### src/rtl/fpdiv_pkg.sv
// Shared types and constants for the FP32 divider result buffer.
// Flag bit positions, the FIFO entry layout and the exponent all-ones value.
package fpdiv_pkg;

    localparam int FLG_W    = 5;
    localparam int FLG_OVF  = 4;
    localparam int FLG_UNF  = 3;
    localparam int FLG_NAN  = 2;
    localparam int FLG_INF  = 1;
    localparam int FLG_ZERO = 0;

    localparam logic [7:0] EXP_ALL1 = 8'hFF;

    typedef struct packed {
        logic [31:0]      res;
        logic [FLG_W-1:0] flg;
    } fpdiv_entry_t;

endpackage

### src/rtl/fpdiv_classify.sv
// Combinational classifier: FP32 word plus divider ovf/unf into the
// five-bit flag vector {ovf,unf,nan,inf,zero}.
module fpdiv_classify
    import fpdiv_pkg::*;
(
    input  logic [31:0]      i_word,
    input  logic             i_ovf,
    input  logic             i_unf,
    output logic [FLG_W-1:0] o_flg
);

    logic [7:0]  w_exp;
    logic [22:0] w_man;
    logic        w_exp_max;
    logic        w_exp_min;
    logic        w_man_zero;

    assign w_exp      = i_word[30:23];
    assign w_man      = i_word[22:0];
    assign w_exp_max  = (w_exp == EXP_ALL1);
    assign w_exp_min  = (w_exp == 8'h00);
    assign w_man_zero = (w_man == 23'h0);

    always_comb begin
        o_flg           = '0;
        o_flg[FLG_OVF]  = i_ovf;
        o_flg[FLG_UNF]  = i_unf;
        o_flg[FLG_NAN]  = w_exp_max & ~w_man_zero;
        o_flg[FLG_INF]  = w_exp_max & w_man_zero;
        o_flg[FLG_ZERO] = w_exp_min & w_man_zero;
    end

endmodule

### src/rtl/fpdiv_result_buffer.sv
// Result FIFO behind the FP32 divider with per-entry classification flags.
// Define FPDIV_STICKY_FLAGS_EN to add sticky_clr / sticky_flags status.
module fpdiv_result_buffer
    import fpdiv_pkg::*;
#(
    parameter  int DEPTH = 4,
    localparam int CNT_W = $clog2(DEPTH + 1)
) (
    input  logic             clk,
    input  logic             rst_n,
    input  logic             in_valid,
    output logic             in_ready,
    input  logic [31:0]      in_result,
    input  logic             in_overflow,
    input  logic             in_underflow,
    output logic             out_valid,
    input  logic             out_ready,
    output logic [31:0]      out_result,
    output logic [FLG_W-1:0] out_flags,
    output logic [CNT_W-1:0] count
`ifdef FPDIV_STICKY_FLAGS_EN
   ,input  logic             sticky_clr,
    output logic [FLG_W-1:0] sticky_flags
`endif
);

    localparam int               PTR_W = $clog2(DEPTH);
    localparam logic [CNT_W-1:0] FULL  = CNT_W'(DEPTH);

    logic [PTR_W-1:0] r_wr_ptr;
    logic [PTR_W-1:0] r_rd_ptr;
    logic [CNT_W-1:0] r_count;
    fpdiv_entry_t     r_mem [DEPTH];

    logic [FLG_W-1:0] w_flg;
    fpdiv_entry_t     w_entry;
    fpdiv_entry_t     w_head;
    logic [PTR_W-1:0] w_last_ptr;
    logic             w_push;
    logic             w_pop;

    fpdiv_classify u_classify (
        .i_word (in_result),
        .i_ovf  (in_overflow),
        .i_unf  (in_underflow),
        .o_flg  (w_flg)
    );

    assign w_entry.res = in_result;
    assign w_entry.flg = w_flg;

    assign in_ready  = (r_count != FULL);
    assign out_valid = (r_count != '0);
    assign count     = r_count;

    assign w_push = in_valid & in_ready;
    assign w_pop  = out_valid & out_ready;

    // The slot behind rd_ptr is only rewritten after a full lap, so when
    // empty it still holds the last entry popped (or the reset zero).
    assign w_last_ptr = r_rd_ptr - 1'b1;
    assign w_head     = out_valid ? r_mem[r_rd_ptr] : r_mem[w_last_ptr];

    assign out_result = w_head.res;
    assign out_flags  = w_head.flg;

    always_ff @(posedge clk or negedge rst_n) begin
        if (!rst_n) begin
            r_wr_ptr <= '0;
            r_rd_ptr <= '0;
            r_count  <= '0;
            for (int i = 0; i < DEPTH; i++) begin
                r_mem[i] <= '0;
            end
        end else begin
            if (w_push) begin
                r_mem[r_wr_ptr] <= w_entry;
                r_wr_ptr        <= r_wr_ptr + 1'b1;
            end
            if (w_pop) begin
                r_rd_ptr <= r_rd_ptr + 1'b1;
            end
            unique case ({w_push, w_pop})
                2'b10:   r_count <= r_count + 1'b1;
                2'b01:   r_count <= r_count - 1'b1;
                default: r_count <= r_count;
            endcase
        end
    end

`ifdef FPDIV_STICKY_FLAGS_EN
    logic [FLG_W-1:0] r_sticky;

    // A push in the clear cycle leaves exactly that entry's flags.
    always_ff @(posedge clk or negedge rst_n) begin
        if (!rst_n) begin
            r_sticky <= '0;
        end else if (w_push) begin
            r_sticky <= (sticky_clr ? '0 : r_sticky) | w_flg;
        end else if (sticky_clr) begin
            r_sticky <= '0;
        end
    end

    assign sticky_flags = r_sticky;
`endif

endmodule

### config.mk
export PLATFORM = sky130hd
export DESIGN_NAME = fpdiv_result_buffer
export DESIGN_NICKNAME = d
export VERILOG_FILES = /design/src/rtl/fpdiv_pkg.sv /design/src/rtl/fpdiv_classify.sv /design/src/rtl/fpdiv_result_buffer.sv
export SDC_FILE = /design/constraint.sdc
export NUM_CORES = 1
export LEC_CHECK = 0
export BUFFER_PORTS_ARGS = -buffer_cell sky130_fd_sc_hd__buf_2
export CORE_ASPECT_RATIO = 0.6
export CORE_MARGIN = 1.5
export CORE_UTILIZATION = 60
export CTS_CLUSTER_DIAMETER = 60
export CTS_CLUSTER_SIZE = 20
export DETAILED_ROUTE_END_ITERATION = 7
export HOLD_SLACK_MARGIN = 0.02
export PLACE_DENSITY = 0.83
export SETUP_SLACK_MARGIN = 0.5
export SYNTH_ARGS = -nofsm -noshare
export SYNTH_HDL_FRONTEND = slang
export SYNTH_SLANG_ARGS = --single-unit
### constraint.sdc
create_clock -name clk -period 3.2 [get_ports clk]
set_clock_uncertainty 0.15 [all_clocks]
set_input_delay 0.32 -clock clk [delete_from_list [all_inputs] [get_ports clk]]
set_output_delay 0.32 -clock clk [all_outputs]
set_load 0.02 [all_outputs]
# Yosys cells after proc, flatten, opt, wreduce, memory -nomap -nowiden
# Index checks and enable logic that the tools add are counted.
[word_totals]
reg_bits = 155
latchBits = 0
ramBits = 0
mem_bits_ro = 0
inputBits = 38
output_inout_bits = 42
wordCells = 49
n_memories = 0
[classes]
n_addsub = 5
mul = 0
div_mod_pow = 0
n_lt_le_gt_ge = 4
n_eq_ne = 4
shifts = 0
n_mux = 11
bitwise_logic = 9
n_reduce_logical = 5
[ops]
columns = ["op", "count"]
rows = [
  ["$mux W37", 6],
  ["$bmux W37 S2", 2],
  ["$bwmux W148", 1],
  ["$demux W37 S2", 1],
  ["$logic_not A23 Y1", 1],
  ["$ge A3 B3 Y1 const B", 3],
  ["$not A2 Y3", 3],
  ["$eq A8 B8 Y1 const B", 1],
  ["$logic_not A8 Y1", 1],
  ["$pmux W3 S2", 1],
  ["$and A1 B1 Y1", 5],
  ["$add A2 B1 Y2 const B", 2],
  ["$add A3 B1 Y3 const B", 1],
  ["$lt A3 B1 Y1 const B", 1],
  ["$ne A3 B3 Y1 const B", 1],
  ["$reduce_bool A3 Y1", 1],
  ["$sub A3 B1 Y3 const B", 1],
  ["$eq A2 B1 Y1 const B", 1],
  ["$eq A2 B2 Y1 const B", 1],
  ["$reduce_bool A2 Y1", 1],
  ["$sub A2 B1 Y2 const B", 1],
  ["$logic_and A1 B1 Y1", 1],
  ["$not A1 Y1", 1],
]

# Depth between registers and ports, before layout
# Gate-level depths: netlist of run 1.
[logic_depth]
ltp_word = 6
depth_mapped = 10
depth_no_buf = 9

# Modules after synthesis
# Synthesis of run 1 repeated with hierarchy kept, for this count alone.
[unflattened]
cells_unflattened = 749
area_unflattened_um2 = 8241.7
[by_module_without_submodules]
columns = ["module", "instances", "cells_per_inst", "area_each_um2", "seq_area_each_um2"]
rows = [
  ["fpdiv_result_buffer", 1, 730, 8125.3, 3878.7],
  ["fpdiv_classify", 1, 19, 116.4, 0.0],
]

# Worst setup path before layout of run 1
# Ideal clock, no wire load.
[synth_path]
path_kind = "reg-to-reg"
start = "reg r_count[2] (netlist: count[2])"
end = "reg r_count[2] (netlist: count[2])"
setup_ns = 0.080
arrival_time_ns = 2.145
required_time_ns = 2.970
setup_slack_ns = 0.825
stages_incl_launch_ff = 10
n_path_buf = 1
synth_period_minus_slack_ns = 2.375
cell_sequence = "dfrtp_1 > or3b_1 > buf_6 > nand2_1 > ha_1 > inv_1 > fa_1 > xor2_1 > nor2_1 > xor2_1"
[synth_between]
elab_chain_cells = 4
elab_cells_between_ends = 10
cone_classes = "add/sub (2); eq/ne (3); mux (1); bitwise (2); reduce/logical (2)"
[synth_rtl]
columns = ["item", "line_no", "source"]
rows = [
  ["start, declared", "fpdiv_result_buffer.sv:32", "logic [CNT_W-1:0] r_count;"],
  ["start signal, assigned", "fpdiv_result_buffer.sv:84", "2'b10: r_count <= r_count + 1'b1;"],
  ["start signal, assigned", "fpdiv_result_buffer.sv:85", "2'b01: r_count <= r_count - 1'b1;"],
  ["start signal, assigned", "fpdiv_result_buffer.sv:86", "default: r_count <= r_count;"],
  ["$ne A3 B3 Y1 *", "fpdiv_result_buffer.sv:52", "assign in_ready = (r_count != FULL);"],
  ["via in_ready", "fpdiv_result_buffer.sv:12", "output logic in_ready,"],
  ["$and A1 B1 Y1 *", "fpdiv_result_buffer.sv:56", "assign w_push = in_valid & in_ready;"],
  ["$eq A2 B1 Y1 or $eq A2 B2 Y1 (tied branches)", "fpdiv_result_buffer.sv:83", "unique case ({w_push, w_pop})"],
  ["$pmux W3 S2 or $reduce_bool A2 Y1 (tied branches)", "--", ""],
]
# The timed path passes the listed nets; every way through them passes the cells marked *.
# A chain may end at the register's enable or synchronous reset.

# Worst setup path after layout of run 1
[layout_path]
start = "reg r_count[0] (netlist: count[0])"
end = "out out_result[22]"
[layout_between]
elab_chain_cells = 2
[layout_rtl]
columns = ["item", "line_no", "source"]
rows = [
  ["$reduce_bool A3 Y1", "fpdiv_result_buffer.sv:53", "assign out_valid = (r_count != '0);"],
  ["$mux W37", "fpdiv_result_buffer.sv:62", "assign w_head = out_valid ? r_mem[r_rd_ptr] : r_mem[w_last_ptr];"],
  ["end, declared", "fpdiv_result_buffer.sv:18", "output logic [31:0] out_result,"],
]
# No other way between the ends.

==> results of run 1 <==
-- repair_timing --
item                                   4_1_cts  5_1_grt
endpoints found under the hold margin       71        0
cloned                                       2        3
gates resized for setup                     14       49
buffers inserted                             5        7
setup endpoints to repair                   37       37
pin swaps                                    4        6
hold buffers                                 1        0
-- cell usage after synthesis, drive strengths merged --
cell type	instances	share of area
dfrtp	155	0.45
mux2	145	0.22
o21ai	108	0.062
nor2	39	0.018
mux2i	38	0.044
a21oi	37	0.021
a211oi	36	0.031
and3	36	0.026
nor3b	36	0.031
clkbuf	35	0.015
buf	29	0.036
nand2	9	0.0039
inv	8	0.0035
nor4	7	0.0050
ha	5	0.0072
nand3	4	0.0046
nor3	4	0.0036
o31ai	4	0.0035
nand4	3	0.0022
xnor2	3	0.0030
xor2	3	0.0030
or2	2	0.0014
a221oi	1	0.0010
and2	1	0.00072
fa	1	0.0023
o21ba	1	0.0012
o22a	1	0.0010
o311a	1	0.0012
or3b	1	0.0010
-- power groups by stage --
stage / sequential (uW) / clock [uW] / combinational, uW
finish: 3690 / 2070 / 6730
global route: 3780 / 2160 / 7190
CTS: 3630 / 2070 / 6230
detailed placement: 3670 / 0 / 5880
global placement: 3560 / 0 / 5670
floorplan: 3370 / 0 / 4660
-- state kept, by name, summed over array words and instances (netlist names) --
| name | cells |
|---|---|
| r_rd_ptr | 2 |
| count | 3 |
| r_mem | 148 |
| r_wr_ptr | 2 |
-- cells by family after synthesis --
kind of cell    count (synthesis)  share of synthesized area
mux                           183                      0.263
compound gates                189                      0.123
xor+xnor                        6                    0.00606
flops                         155                      0.447
simple gates                  142                     0.0976
buf+inv                        72                     0.0542
fa+ha+maj                       6                    0.00952
-- critical path, delay by kind of cell, from the launching register on --
kind,cells,cell delay [ps]
compound gates,3,540
buf+inv,3,520
flops,1,450
simple gates,1,300
-- final cells by class --
class | instances | area (um2) | area share
flip-flops and latches | 155 | 3880 | 0.382
multi-input cells | 526 | 4440 | 0.436
repair buffers | 113 | 983 | 0.0966
well taps | 192 | 240 | 0.0236
clock buffers | 20 | 467 | 0.0458
inverters | 8 | 32.5 | 0.00319
clock inverters | 12 | 139 | 0.0136
-- metal layers --
metal / GRT usage / up-vias
met5: 0 / -
met4: 0.101 / 0
met3: 0.0594 / 56
met2: 0.495 / 342
met1: 0.423 / 3400
li1: - / 2899
-- per-stage QoR --
stage | total power (uW) | utilization | instances | hold WS (ps)
after floorplan | 8030 | - | 753 | -126
after global placement | 9220 | 0.656 | 976 | 213
after detailed placement | 9560 | 0.656 | 976 | 229
after CTS | 11900 | 0.713 | 1016 | 20.7
after global routing | 13100 | 0.734 | 1026 | 29.8
final | 12500 | 0.734 | 1026 | 27.0
-- worst max-delay path by stage --
stage                                      end  depth (start not counted)  slack, ps                  from
final                           out_result[22]                          7        480  count[0]$_DFFE_PN0P_
after global routing             out_result[8]                          9        410  count[0]$_DFFE_PN0P_
after CTS                       out_result[10]                          7        440  count[1]$_DFFE_PN0P_
after detailed placement        out_result[10]                          6        670  count[0]$_DFFE_PN0P_
after global placement          out_result[19]                          6        690  count[0]$_DFFE_PN0P_
after floorplan           count[2]$_DFFE_PN0P_                          9        830  count[2]$_DFFE_PN0P_
==> impl_metrics.json, run 1 <==
{
  "status": "finished clean",
  "syn-cell-area_mm2": 0.00868,
  "drcViolationCount": 0,
  "fillCellCount": 925,
  "highest_layer": "met4",
  "worst_slack_ps": 478,
  "cts_sinks": 155,
  "htreeDepth": 4,
  "rsz0062_at_grt": "yes",
  "avgSynthCellArea_um2": 11.5,
  "cp_data_required_time_ps": 2730,
  "slew_violations": 0,
  "overflow": 0,
  "p_sw_frac": 0.414,
  "end_kind": "output port",
  "cts_tree": "done",
  "cpPeakStageDelay_ps": 450,
  "setup_violations": 0,
  "drt-pass1-iter-count": 7,
  "clkPwrFrac": 0.166,
  "ys_seq_elements": 155,
  "area_growth_pct": 17.3,
  "min_to": "r_mem[41]$_DFFE_PN0P_",
  "numCtsBuffers": 17,
  "clk_pin_slew_ps": 60,
  "num_rows": 33,
  "worst_slew_pin_slew_ps": 693,
  "placed_cell_area_mm2": 0.00910,
  "clock_latency_ps": 430,
  "crit_chain": "nor3_4 -> inv_4 -> buf_12 -> o21ai_0 -> a21oi_1 -> o21ai_1 -> buf_4",
  "synth_cells": 753,
  "cts_buffer_depth": 2,
  "fin_crit_sh": 0.851,
  "r2r_end": "count[2]$_DFFE_PN0P_",
  "vias": 6697,
  "finalSetupTns_ps": 0,
  "p_per_area_mw_per_mm2": 1230,
  "fmax_ghz": 0.367,
  "synth_warnings": 0,
  "layout_common_cells": "152 x dfrtp_1, 73 x mux2_2, 72 x mux2_4, 71 x o21ai_0, 67 x buf_2",
  "drt_wl_total_um": 23600,
  "cap_violations": 0,
  "criticalPathCategory": "reg2out",
  "switchingPower_uw": 5170,
  "hold_depth": 2,
  "period_needed_ps": 2720,
  "cp_max_fo": 32,
  "antenna_found_initial": 0,
  "n_antenna_cell": 0,
  "cts_root_buffer": "clkbuf_16",
  "drive_gt1_frac": 0.385,
  "avgViaCountPerCell": 6.53,
  "final_common_cell": "dfrtp_1",
  "regToRegSetupSlack_ps": 760,
  "synthDistinctLibCells": 38,
  "wl_met2_um": 11000,
  "final_area_mm2": 0.0102,
  "syn_nets": 797,
  "met1_length_um": 10200,
  "io_pins": 80,
  "hold_violations": 0,
  "gp_congestion": 0.767,
  "grtUsageTotal": 0.308,
  "hold_start": "in_overflow",
  "fp.dieH_um": 96.2,
  "nets": 865,
  "grt_pass1_wl_um": 35500,
  "die-area_mm2": 0.0152,
  "initial_core_util": 0.626,
  "ir_drop_v": 0.000657,
  "ff2ff_path_depth": 8,
  "slew-limit-headroom": 0.538,
  "grt_max_degree": 81,
  "critical_path_arrival_ps": 2250,
  "hpwl_um": 13000,
  "routedWlPerCell_um": 23.0,
  "ant_nets": 0,
  "die_x_um": 158,
  "cp_slowest_cell": "dfrtp_2",
  "hold_path.class": "in2reg",
  "p_seq_frac": 0.295,
  "start_kind": "flip-flop",
  "io_buffer_count": 79,
  "p_int_uw": 7330,
  "p_leak_uw": 0.00470,
  "combPwrFrac": 0.539,
  "grt_pass1_vias": 6724,
  "place_ws_ps": 671,
  "ys_seq_area_frac": 0.447,
  "r2r_start": "count[1]$_DFFE_PN0P_",
  "first_iter_violations": 557,
  "coreArea_mm2": 0.0139,
  "wl_met3_um": 1860
}
Note: power is estimated with default switching activity, not from simulation.
==> run 2, diff against run 1 <==
- GPL_TIMING_DRIVEN: default -> 0
==> run 2 against run 1 <==
  * Clock power grew 7%
  * Cell count grew 4.9%
  * Register-to-register slack lost 170 ps
  * Power grew 10%
  * Clock-buffer cell count shrank 1
  * Via count grew 11%
  * Wire length grew 16%
  * Critical path type unchanged
  * Critical endpoint is now out_result[1]
  * Largest power group unchanged
==> impl_metrics.json, run 2 (synthesis results as in run 1) <==
{
  "end_kind": "output port",
  "layout_common_cells": "154 x dfrtp_1, 73 x mux2_2, 72 x mux2_4, 60 x o21ai_1, 46 x buf_2",
  "cpPeakStageDelay_ps": 420,
  "cp_max_fo": 6,
  "seq_area_mm2": 0.00388,
  "criticalPathCategory": "reg2out",
  "ff2ff_path_depth": 12,
  "initial_core_util": 0.626,
  "cts_buffer_depth": 2,
  "drive_gt1_frac": 0.464,
  "drt-pass1-iter-count": 7,
  "crit_chain": "nor3_4 -> inv_2 -> buf_8 -> buf_12 -> clkbuf_16 -> nor3b_2 -> o21ai_1 -> o21ai_1 -> buf_4",
  "p_int_uw": 7920,
  "fp.dieH_um": 96.2,
  "p_sw_frac": 0.426,
  "grt_pass1_wl_um": 40300,
  "cts_tree": "done",
  "multiInputGateArea_mm2": 0.00468,
  "finalSetupTns_ps": 0,
  "hpwl_um": 16100,
  "status": "finished clean",
  "fmax_ghz": 0.355,
  "switchingPower_uw": 5870,
  "fillCellCount": 782,
  "coreArea_mm2": 0.0139,
  "die_x_um": 158,
  "hold_violations": 0,
  "largest_register_ffs": 148,
  "start_kind": "flip-flop",
  "regToRegSetupSlack_ps": 590,
  "p_leak_uw": 0.00502,
  "critPathTopFamily": "buffers and inverters",
  "cp.depth": 9,
  "top_register": "r_mem",
  "rsz0062_at_grt": "yes",
  "n_antenna_cell": 0,
  "grtUsageTotal": 0.354,
  "worst_slew_pin_slew_ps": 627,
  "antenna_found_initial": 0,
  "hold_path.class": "in2reg",
  "avgViaCountPerCell": 6.91,
  "cp_slowest_cell": "dfrtp_2",
  "die-area_mm2": 0.0152,
  "p_seq_frac": 0.264,
  "hold_start": "in_result[8]",
  "r2r_end": "count[2]$_DFFE_PN0P_",
  "cap_violations": 0,
  "slew-limit-headroom": 0.582,
  "drcViolationCount": 0,
  "nets": 915,
  "ant_nets": 0,
  "period_needed_ps": 2820,
  "critical_path_arrival_ps": 2350,
  "vias": 7433,
  "grt_max_degree": 102,
  "critPathLaunch": "count[0]$_DFFE_PN0P_",
  "numCtsBuffers": 17,
  "final_common_cell": "dfrtp_1",
  "io_buffer_count": 79,
  "clk_pin_slew_ps": 70,
  "cp_data_required_time_ps": 2730,
  "placed_cell_area_mm2": 0.00935,
  "setup_violations": 0,
  "critPathCapture": "out_result[1]",
  "drt_wl_total_um": 27400,
  "first_iter_violations": 1042,
  "htreeDepth": 4,
  "total_power_uw": 13800,
  "num_rows": 33,
  "area_growth_pct": 25.1,
  "cpMostUsedCell": "o21ai_1",
  "dpl.cell_count": 1025,
  "cts_root_buffer": "clkbuf_16",
  "r2r_start": "count[0]$_DFFE_PN0P_",
  "routedWlPerCell_um": 25.4,
  "clock_latency_ps": 430,
  "fin_crit_sh": 0.881,
  "overflow": 0,
  "cp_num_buf_inv": 5,
  "clkPwrFrac": 0.161,
  "final_area_mm2": 0.0109,
  "gp_congestion": 0.911,
  "cts_sinks": 155,
  "combPwrFrac": 0.575,
  "p_per_area_mw_per_mm2": 1270,
  "io_pins": 80,
  "slew_violations": 0,
  "grt_pass1_vias": 7346,
  "finish.cell_count_without_fillers": 1076,
  "ir_drop_v": 0.000670
}
-- run 2: layout make-up --
type,instances,share of cell area
multi-input cells,526,0.431
inverters,8,0.00276
clock buffers,19,0.0408
well taps,192,0.0221
repair buffers,99,0.0684
plain buffers,64,0.0600
flip-flops and latches,155,0.357
clock inverters,13,0.0174
-- run 2: power groups by stage --
stage | Sequential, uW | Clock (uW) | Combinational [uW]
after floorplan | 3370 | 0 | 4660
after global placement | 3460 | 0 | 6140
after detailed placement | 3560 | 0 | 6390
after CTS | 3550 | 2200 | 7110
after global routing | 3700 | 2300 | 8320
final | 3640 | 2220 | 7930
-- run 2: per-layer routing --
layer,up-vias,GRT usage,share of wire
met5,-,0,0
met4,0,0.136,0.030
met3,102,0.106,0.11
met2,602,0.558,0.46
met1,3732,0.463,0.39
li1,2997,-,-
-- run 2: worst min-delay path by stage --
stage                     cells past startpoint                endpoint
after floorplan                               0    count[0]$_DFFE_PN0P_
after global placement                        2  r_mem[112]$_DFFE_PN0P_
after detailed placement                      1   r_mem[56]$_DFFE_PN0P_
after CTS                                     2   r_mem[87]$_DFFE_PN0P_
after global routing                          2  r_mem[115]$_DFFE_PN0P_
final                                         2   r_mem[87]$_DFFE_PN0P_
-- run 2: metrics by stage --
stage / hold WS [ps] / util / setup WS, ps
after floorplan: -126 / - / 825
after global placement: 310 / 0.671 / -508
after detailed placement: 163 / 0.674 / 459
after CTS: 34.1 / 0.753 / 471
after global routing: 40.3 / 0.783 / 335
final: 31.5 / 0.783 / 380
-- run 2: what timing repair did --
action	4_1_cts	5_1_grt
hold buffers	3	0
pin swaps	8	37
endpoints found under the setup margin	37	38
resized for setup	133	131
buffers inserted	11	1
cloned	2	2
hold endpoints to repair	58	0
==> run 3, diff against run 2 <==
- RECOVER_POWER: default -> 100
- SKIP_LAST_GASP: default -> 1
- TNS_END_PERCENT: default -> 5
==> run 3 against run 2 <==
  * The flow now finishes with violations (design-rule violations)
  * Flip-flop and latch count unchanged
  * Combinational power shrank 12%
  * Wire length decreased by 2.6%
  * Critical path depth shrank 1
  * Setup slack got worse by 130 ps
  * Sequential share of layout area is 1.8 points higher
  * Hold slack got worse by 11 ps
  * Cell area decreased by 4.8%
  * Clock-buffer cell count unchanged
  * Utilization is 3.8 points lower
  * Largest cell class unchanged
  * Largest power group unchanged
==> impl_metrics.json, run 3 (synthesis results as in run 1) <==
{
  "hold_violations": 0,
  "avgViaCountPerCell": 6.73,
  "drt_wl_total_um": 26700,
  "hpwl_um": 16100,
  "final_common_cell": "dfrtp_1",
  "drive_gt1_frac": 0.321,
  "start_kind": "flip-flop",
  "vias": 7252,
  "die-area_mm2": 0.0152,
  "top_register": "r_mem",
  "setup_violations": 0,
  "grtUsageTotal": 0.353,
  "cts_tree": "done",
  "nets": 917,
  "grt_pass1_wl_um": 40100,
  "cts_root_buffer": "clkbuf_16",
  "cts_buffer_depth": 2,
  "placed_cell_area_mm2": 0.00935,
  "fin_crit_sh": 0.923,
  "highest_layer": "met4",
  "violations": "design-rule violations",
  "critical_path_arrival_ps": 2480,
  "gp_congestion": 0.911,
  "htreeDepth": 4,
  "cap_violations": 0,
  "r2r_start": "count[1]$_DFFE_PN0P_",
  "cp_slowest_cell": "dfrtp_2",
  "end_kind": "output port",
  "slew_violations": 0,
  "overflow": 0,
  "hold_depth": 2,
  "io_buffer_count": 79,
  "r2r_end": "r_mem[92]$_DFFE_PN0P_",
  "numCtsBuffers": 17,
  "layout_common_cells": "154 x dfrtp_1, 72 x mux2_2, 65 x mux2_1, 50 x o21ai_0, 46 x o21ai_1",
  "final_area_mm2": 0.0103,
  "cpMostUsedCell": "buf_4",
  "coreArea_mm2": 0.0139,
  "criticalPathCategory": "reg2out",
  "slew-limit-headroom": 0.0631,
  "area_growth_pct": 19.1,
  "clock_latency_ps": 430,
  "regToRegSetupSlack_ps": 310,
  "worst_slew_pin_slew_ps": 1410,
  "clk_pin_slew_ps": 70,
  "largest_register_ffs": 148,
  "n_antenna_cell": 0,
  "cp_max_fo": 10,
  "cts_sinks": 155,
  "fmax_ghz": 0.339,
  "fp.dieH_um": 96.2,
  "num_rows": 33,
  "worst_slack_ps": 246,
  "first_iter_violations": 801,
  "cpPeakStageDelay_ps": 420,
  "ant_nets": 0,
  "ff2ff_path_depth": 7,
  "critPathTopFamily": "buffers and inverters",
  "hold_path.class": "in2reg",
  "cp_num_buf_inv": 4,
  "wl_met3_um": 2870,
  "routedWlPerCell_um": 24.7,
  "fillCellCount": 935,
  "antenna_found_initial": 0,
  "min_to": "r_mem[18]$_DFFE_PN0P_",
  "period_needed_ps": 2950,
  "met1_length_um": 10800,
  "io_pins": 80,
  "grt_max_degree": 102,
  "ir_drop_v": 0.000637,
  "wl_met2_um": 12300,
  "cp_data_required_time_ps": 2730,
  "die_x_um": 158,
  "initial_core_util": 0.626,
  "drt-pass1-iter-count": 8,
  "hold_start": "in_result[13]",
  "p_leak_uw": 0.00454,
  "status": "complete, but fails checks",
  "rsz0062_at_grt": "yes",
  "drcViolationCount": 1,
  "grt_pass1_vias": 7320,
  "place_ws_ps": 459,
  "crit_chain": "nor3_4 -> inv_1 -> buf_4 -> clkbuf_1 -> o21ai_1 -> a21oi_1 -> o21ai_2 -> buf_4",
  "p_per_area_mw_per_mm2": 1240
}
run 3: changes by cell type in the layout (fill, tap and decap cells not counted), sizes merged:
cell,before,now
clkbuf,52,89
buf,127,92
run 3: what timing repair did:
item | CTS | global route
resized for setup | 112 | 97
pin swaps | 6 | 18
cloned | 2 | 3
setup buffers | 11 | 2
hold buffers | 3 | 0
setup endpoints to repair | 37 | 38
hold endpoints to repair | 58 | 0
run 3: layer usage:
| layer | global-route usage | vias up |
|---|---|---|
| li1 | - | 3011 |
| met1 | 0.466 | 3601 |
| met2 | 0.550 | 554 |
| met3 | 0.0973 | 86 |
| met4 | 0.150 | 0 |
| met5 | 0 | - |
run 3: cell type report:
type	instances	area, um2	area share
buffer	64	572	0.0553
clock buffer	19	443	0.0428
clock inverter	13	189	0.0183
inverter	8	30.0	0.00290
multi-input combinational	526	4330	0.419
sequential	155	3880	0.375
tap	192	240	0.0232
timing repair buffer	101	656	0.0634
run 3: where the power goes:
part / switching (uW) / internal [uW] / total (uW)
sequential: 701 / 2910 / 3610
clock: 878 / 1330 / 2210
combinational: 4070 / 2900 / 6980
total: 5650 / 7140 / 12800
run 3: through the flow:
stage          cells  hold slack, ps  utilization  power [uW]  TNS (ps)
2_1_floorplan    753            -126            -        8030         0
3_3_place_gp    1024             310        0.671        9600    -76140
3_5_place_dp    1025             163        0.674        9950         0
4_1_cts         1073            34.1        0.750       12800         0
5_1_grt         1078            28.1        0.745       13300         0
6_report        1078            20.6        0.745       12800         0
run 3: worst max path at each step:
stage / start / to / slack [ps] / cells past startpoint
6_report: count[0]$_DFFE_PN0P_ / out_flags[4] / 250 / 8
5_1_grt: count[0]$_DFFE_PN0P_ / out_flags[4] / 170 / 8
4_1_cts: count[1]$_DFFE_PN0P_ / out_result[7] / 470 / 9
3_5_place_dp: count[0]$_DFFE_PN0P_ / out_result[16] / 460 / 7
3_3_place_gp: rst_n / count[1]$_DFFE_PN0P_ / -510 / 1
2_1_floorplan: count[2]$_DFFE_PN0P_ / count[2]$_DFFE_PN0P_ / 830 / 9
